`config.mk`:
```
export PLATFORM = sky130hd
export DESIGN_NAME = readout_shift_buffer
export DESIGN_NICKNAME = d
export VERILOG_FILES = /design/src/rtl/readout_shift_buffer.sv
export SDC_FILE = /design/constraint.sdc
export NUM_CORES = 1
export LEC_CHECK = 0
export CAP_MARGIN = 20
export CORE_MARGIN = 5
export CORE_UTILIZATION = 30
export DETAILED_ROUTE_END_ITERATION = 7
export PLACE_DENSITY = 0.53
export SLEW_MARGIN = 5
export SYNTH_ARGS = -nofsm -noshare
export SYNTH_HDL_FRONTEND = slang
export SYNTH_SLANG_ARGS = --single-unit
```
`constraint.sdc`:
```
create_clock -name clk -period 3.55 [get_ports clk]
set_clock_uncertainty 0.2 [all_clocks]
set_input_delay 0.71 -clock clk [delete_from_list [all_inputs] [get_ports clk]]
set_output_delay 0.71 -clock clk [all_outputs]
set_load 0.005 [all_outputs]
```
`src/rtl/readout_shift_buffer.sv`:
```
// Parallel-load shift buffer: captures LENGTH words in one load and streams them
// out one word per valid/ready handshake, with count, done, load_err and flush.
module readout_shift_buffer #(
    parameter int              BITS      = 4,
    parameter int              LENGTH    = 4,
    parameter int              MSB_FIRST = 0,
    parameter logic [BITS-1:0] FILL      = '0
) (
    input  logic                          clk,
    input  logic                          reset,
    input  logic                          load,
    input  logic                          flush,
    input  logic [BITS*LENGTH-1:0]        data_in,
    output logic [BITS-1:0]               out_data,
    output logic                          out_valid,
    input  logic                          out_ready,
    output logic [$clog2(LENGTH+1)-1:0]   count,
    output logic                          done,
    output logic                          load_err
);

    localparam int COUNT_W = $clog2(LENGTH+1);

    localparam logic [0:0] ST_IDLE  = 1'b0;
    localparam logic [0:0] ST_SHIFT = 1'b1;

    logic [0:0]         state_q, state_d;
    logic [COUNT_W-1:0] count_q, count_d;
    logic [BITS-1:0]    slot_q [LENGTH];
    logic [BITS-1:0]    slot_d [LENGTH];
    logic               done_q, done_d;
    logic               load_err_q, load_err_d;

    // Slot 0 is always the head; load order is remapped so shifting is one-directional.
    logic [BITS-1:0]    load_word  [LENGTH];
    logic [BITS-1:0]    shift_word [LENGTH];

    genvar gi;
    generate
        for (gi = 0; gi < LENGTH; gi++) begin : g_slot
            if (MSB_FIRST != 0) begin : g_msb
                assign load_word[gi] = data_in[(LENGTH-1-gi)*BITS +: BITS];
            end else begin : g_lsb
                assign load_word[gi] = data_in[gi*BITS +: BITS];
            end

            if (gi == LENGTH-1) begin : g_tail
                assign shift_word[gi] = FILL;
            end else begin : g_body
                assign shift_word[gi] = slot_q[gi+1];
            end
        end
    endgenerate

    logic xfer;
    logic last_xfer;

    assign xfer      = (state_q == ST_SHIFT) && out_ready;
    assign last_xfer = xfer && (count_q == COUNT_W'(1));

    always_comb begin
        state_d    = state_q;
        count_d    = count_q;
        slot_d     = slot_q;
        done_d     = 1'b0;
        load_err_d = 1'b0;

        if (flush) begin
            state_d = ST_IDLE;
            count_d = '0;
            for (int i = 0; i < LENGTH; i++) begin
                slot_d[i] = FILL;
            end
        end else if (load && ((state_q == ST_IDLE) || last_xfer)) begin
            // A load coinciding with the final transfer refills without a bubble.
            state_d = ST_SHIFT;
            count_d = COUNT_W'(LENGTH);
            slot_d  = load_word;
            done_d  = last_xfer;
        end else begin
            if (xfer) begin
                slot_d  = shift_word;
                count_d = count_q - COUNT_W'(1);
                if (last_xfer) begin
                    state_d = ST_IDLE;
                    done_d  = 1'b1;
                end
            end
            if (load && (state_q == ST_SHIFT)) begin
                load_err_d = 1'b1;
            end
        end
    end

    always_ff @(posedge clk or posedge reset) begin
        if (reset) begin
            state_q    <= ST_IDLE;
            count_q    <= '0;
            done_q     <= 1'b0;
            load_err_q <= 1'b0;
            for (int i = 0; i < LENGTH; i++) begin
                slot_q[i] <= FILL;
            end
        end else begin
            state_q    <= state_d;
            count_q    <= count_d;
            done_q     <= done_d;
            load_err_q <= load_err_d;
            slot_q     <= slot_d;
        end
    end

    assign out_data  = slot_q[0];
    assign out_valid = (state_q == ST_SHIFT);
    assign count     = count_q;
    assign done      = done_q;
    assign load_err  = load_err_q;

endmodule

```
==> key figures <==
Critical path
  • Worst-path fanout max: 15
  • CP required: 3.51 ns
  • Crit path DAT: 2.39 ns
  • Reg-to-reg endpoint: shift_word[14]
  • Critical setup path kind: in -> reg
  • R2r worst-path depth: 5
  • Worst setup SP type: primary input
  • R2r setup slk: about 1.5 ns
  • Crit. End Element: register
  • Reg-to-reg startpoint: count[1]

Placed design
  • RePlAce Congestion: roughly 0.75
  • DP Area: roughly 0.0015 sq mm
  • Cell count after placement: around 180
  • Place WS: 0.815 ns
  • Post-DP HPWL: roughly 2000 um
  • # port buffers: 30

Routing
  • Vias post-DR: 1,003
  • Met2 routed WL: 1430 um
  • Top layer in use: met4
  • WL met1: ~1300 um
  • Wirelength per Cell: between 15 and 20 um
  • Number of remaining DRC errors: 0
  • DRT Pass-1 Iters: 4
  • Met3 Wirelength: about 140 um
  • Via-to-Cell Ratio: around 5.4
  • Initial DRC count: 68
  • Post-Route WL: between 2000 and 3000 um
  • Antenna Violating Nets Remaining: 0

Yosys
  • Net Count, Synth: 135
  • Synth Flop Type: dfrtp_1
  • Mapped Area: around 0.0012 sq mm
  • Yosys cell types: 30
  • Top cells by count, synth: dfrtp_1, nor3_1, nand3_1
  • Area contributors post-synth: dfrtp_1, a311oi_2, nor3_1
  • Post-synthesis sequential area ratio: between 40% and 50%
  • EDFF count, synth: 0
  • Area leader, netlist: dfrtp_1
  • Synthesized area per cell: 10.5 sq um
  • Post-Syn Instances: around 110
  • Synth top area share: between 40 and 50%
  • Synth warnings: 0
  • Count leader, synth: dfrtp_1
  • #FFs+latches synth: 22
  • Async S/R FF share, synth: 100%

STA
  • Worst setup margin: 1.12 ns
  • Slew margin rel.: a little over two fifths
  • Hold slack: between 0.3 and 0.4 ns
  • Period utilization: between 60% and 70%
  • Post-layout minimum cycle time: around 2.4 ns
  • Fmax: a little over 0.4 GHz
  • Setup TNS Final: 0 ns
  • Slew at the pin with the worst max-slew slack: about 0.86 ns
  • Final setup violation count: 0
  • Max Slew Vio Count: 0
  • Fin. Hold Viols: 0
  • RSZ-0062 raised after global routing: no

Power and ir drop
  • Peak VDD IR: 0.140 mV
  • Gate power share: between 20% and 30%
  • Tot Pwr: between 0.5 and 0.6 mW
  • Clk pwr share: between 30% and 40%
  • Reg power frac: a little under half
  • Switching Power: between 0.15 and 0.2 mW
  • Cell Int Power: ~0.43 mW
  • Pwr per Cell Area: roughly 380 mW/mm^2
  • Sw Ratio: 26.7%
  • Leakage: 0.598 nW

Layout
  • Layout overhead on the synthesized area: 31.6%
  • Fin area: 0.00155 sq mm
  • Layout cells sized above 1: 11.7%
  • Layout Nets: 161
  • Final core utilization: approximately two fifths
  • Post-route insts no fill: about 190
  • N_diodes: 0

Floorplan
  • Boundary Pins: 31
  • Die Wd: approximately 73 um
  • Die ar.: 0.00527 sq mm
  • Die H: around 73 um
  • Core area: between 0.003 and 0.004 sq mm
  • Initial core utilization: a little under a third
  • # rows: 22

Clocking
  • H-tree depth: 1
  • Post-CTS resize count: 0
  • Post CTS Setup Buffer Count: 0
  • CTS tree: built
  • CTS Hold Bufs: 0
  • Max clock buf depth: 2
  • CTS Root Buffer Type: clkbuf_8
  • CTS sink cnt: 22
  • Total CTS buffers: 3
  • Clk_lat worst skew: between 0.2 and 0.3 ns
  • Clk slew on worst S/H paths: 0.08 ns

Min path
  • Critical hold path startpoint: shift_word[4]
  • WHS Endpoint: shift_word[4]
  • Hold Crit Class: reg -> reg
  • WHS Path Cells: 1

Global route
  • Largest net degree at the start of global routing: 23
  • GR Overflow Total: 0
  • Vias in the first global route: a little over 1,000
  • GRT Total Usage: between 10% and 20%
  • Antenna violations before repair: 0
  • First-pass GRT wire length: 4920 um

Job
  • Maxcap violations: 0

Status
  • Outcome: complete, no violations
-- cells in the final DEF (no fill, tap or decap) --
cell	netlist	final
mux2i_1	1	1
nand4b_1	1	1
o21ai_1	7	7
ha_1	2	2
a21oi_1	2	2
nor2_1	3	3
dfrtp_1	22	22
buf_4	1	1
nand3b_1	1	1
nor4b_1	1	1
and4b_1	2	2
nand2_1	2	2
nor3_1	13	13
nor4_1	3	3
nand3_1	12	12
nand2b_1	1	1
and2b_1	1	1
clkdlybuf4s50_1	0	30
mux2_4	1	1
a311oi_1	3	3
or2_4	1	1
clkbuf_8	0	4
o21ai_0	5	5
inv_1	3	3
or4_1	1	1
a22o_1	4	4
xnor2_1	1	1
a311oi_2	9	9
-- cells by family (layout without fill, tap and decap cells) --
group / Yosys count / count (layout) / share of synthesized area, %
AOI/OAI and AO/OA: 30 / 30 / 22.7
xor gates and xnor gates: 1 / 1 / 0.745
adders and majority gates: 2 / 2 / 2.13
buffers and inverters: 13 / 38 / 5.32
DFF: 22 / 22 / 46.8
muxes: 2 / 2 / 2.13
and+or+nand+nor: 42 / 42 / 20.2
-- worst max-delay path by stage --
| stage | start | endpoint | slack, ns | cells after the start |
|---|---|---|---|---|
| after CTS | load | shift_word[7] | 1.10 | 4 |
| after global routing | load | shift_word[13] | 0.93 | 4 |
| after detailed placement | load | shift_word[7] | 0.82 | 4 |
| after floorplan | load | out_data[1] | 1.70 | 4 |
| final | load | shift_word[14] | 1.12 | 4 |
| after global placement | load | shift_word[7] | 0.81 | 4 |
-- layout make-up --
| type | count | area, sq um |
|---|---|---|
| Sequential cell | 22 | 551 |
| Fill cell | 381 | 2170 |
| Inverter | 3 | 11.3 |
| Multi-Input combinational cell | 77 | 563 |
| Clock buffer | 4 | 55.1 |
| Tap cell | 48 | 60.1 |
| Timing Repair Buffer | 31 | 308 |
-- registers in the layout, indices dropped and copies added (netlist names) --
name and count:
shift_word 12, out_data 4, out_valid 1, done 1, load_err 1, count 3
-- power by group through the flow --
| stage | combinational, mW | sequential (mW) | clock (mW) |
|---|---|---|---|
| floorplan | 0.0729 | 0.286 | 0 |
| global placement | 0.125 | 0.287 | 0 |
| detailed placement | 0.127 | 0.287 | 0 |
| CTS | 0.127 | 0.282 | 0.188 |
| global route | 0.139 | 0.285 | 0.195 |
| finish | 0.125 | 0.283 | 0.184 |
-- worst max-delay path, stage by stage --
cell and delay (ns):
clkdlybuf4s50_1 0.58, and4b_1 0.61, o21ai_0 0.20, a311oi_1 0.29
-- layer usage --
metal / up-vias / track usage, %
met2: 23 / 18.2
met3: 4 / 1.79
li1: 479 / -
met4: 0 / 6.15
met5: - / 0
met1: 497 / 15.8
(Power assumes the default switching activity.)
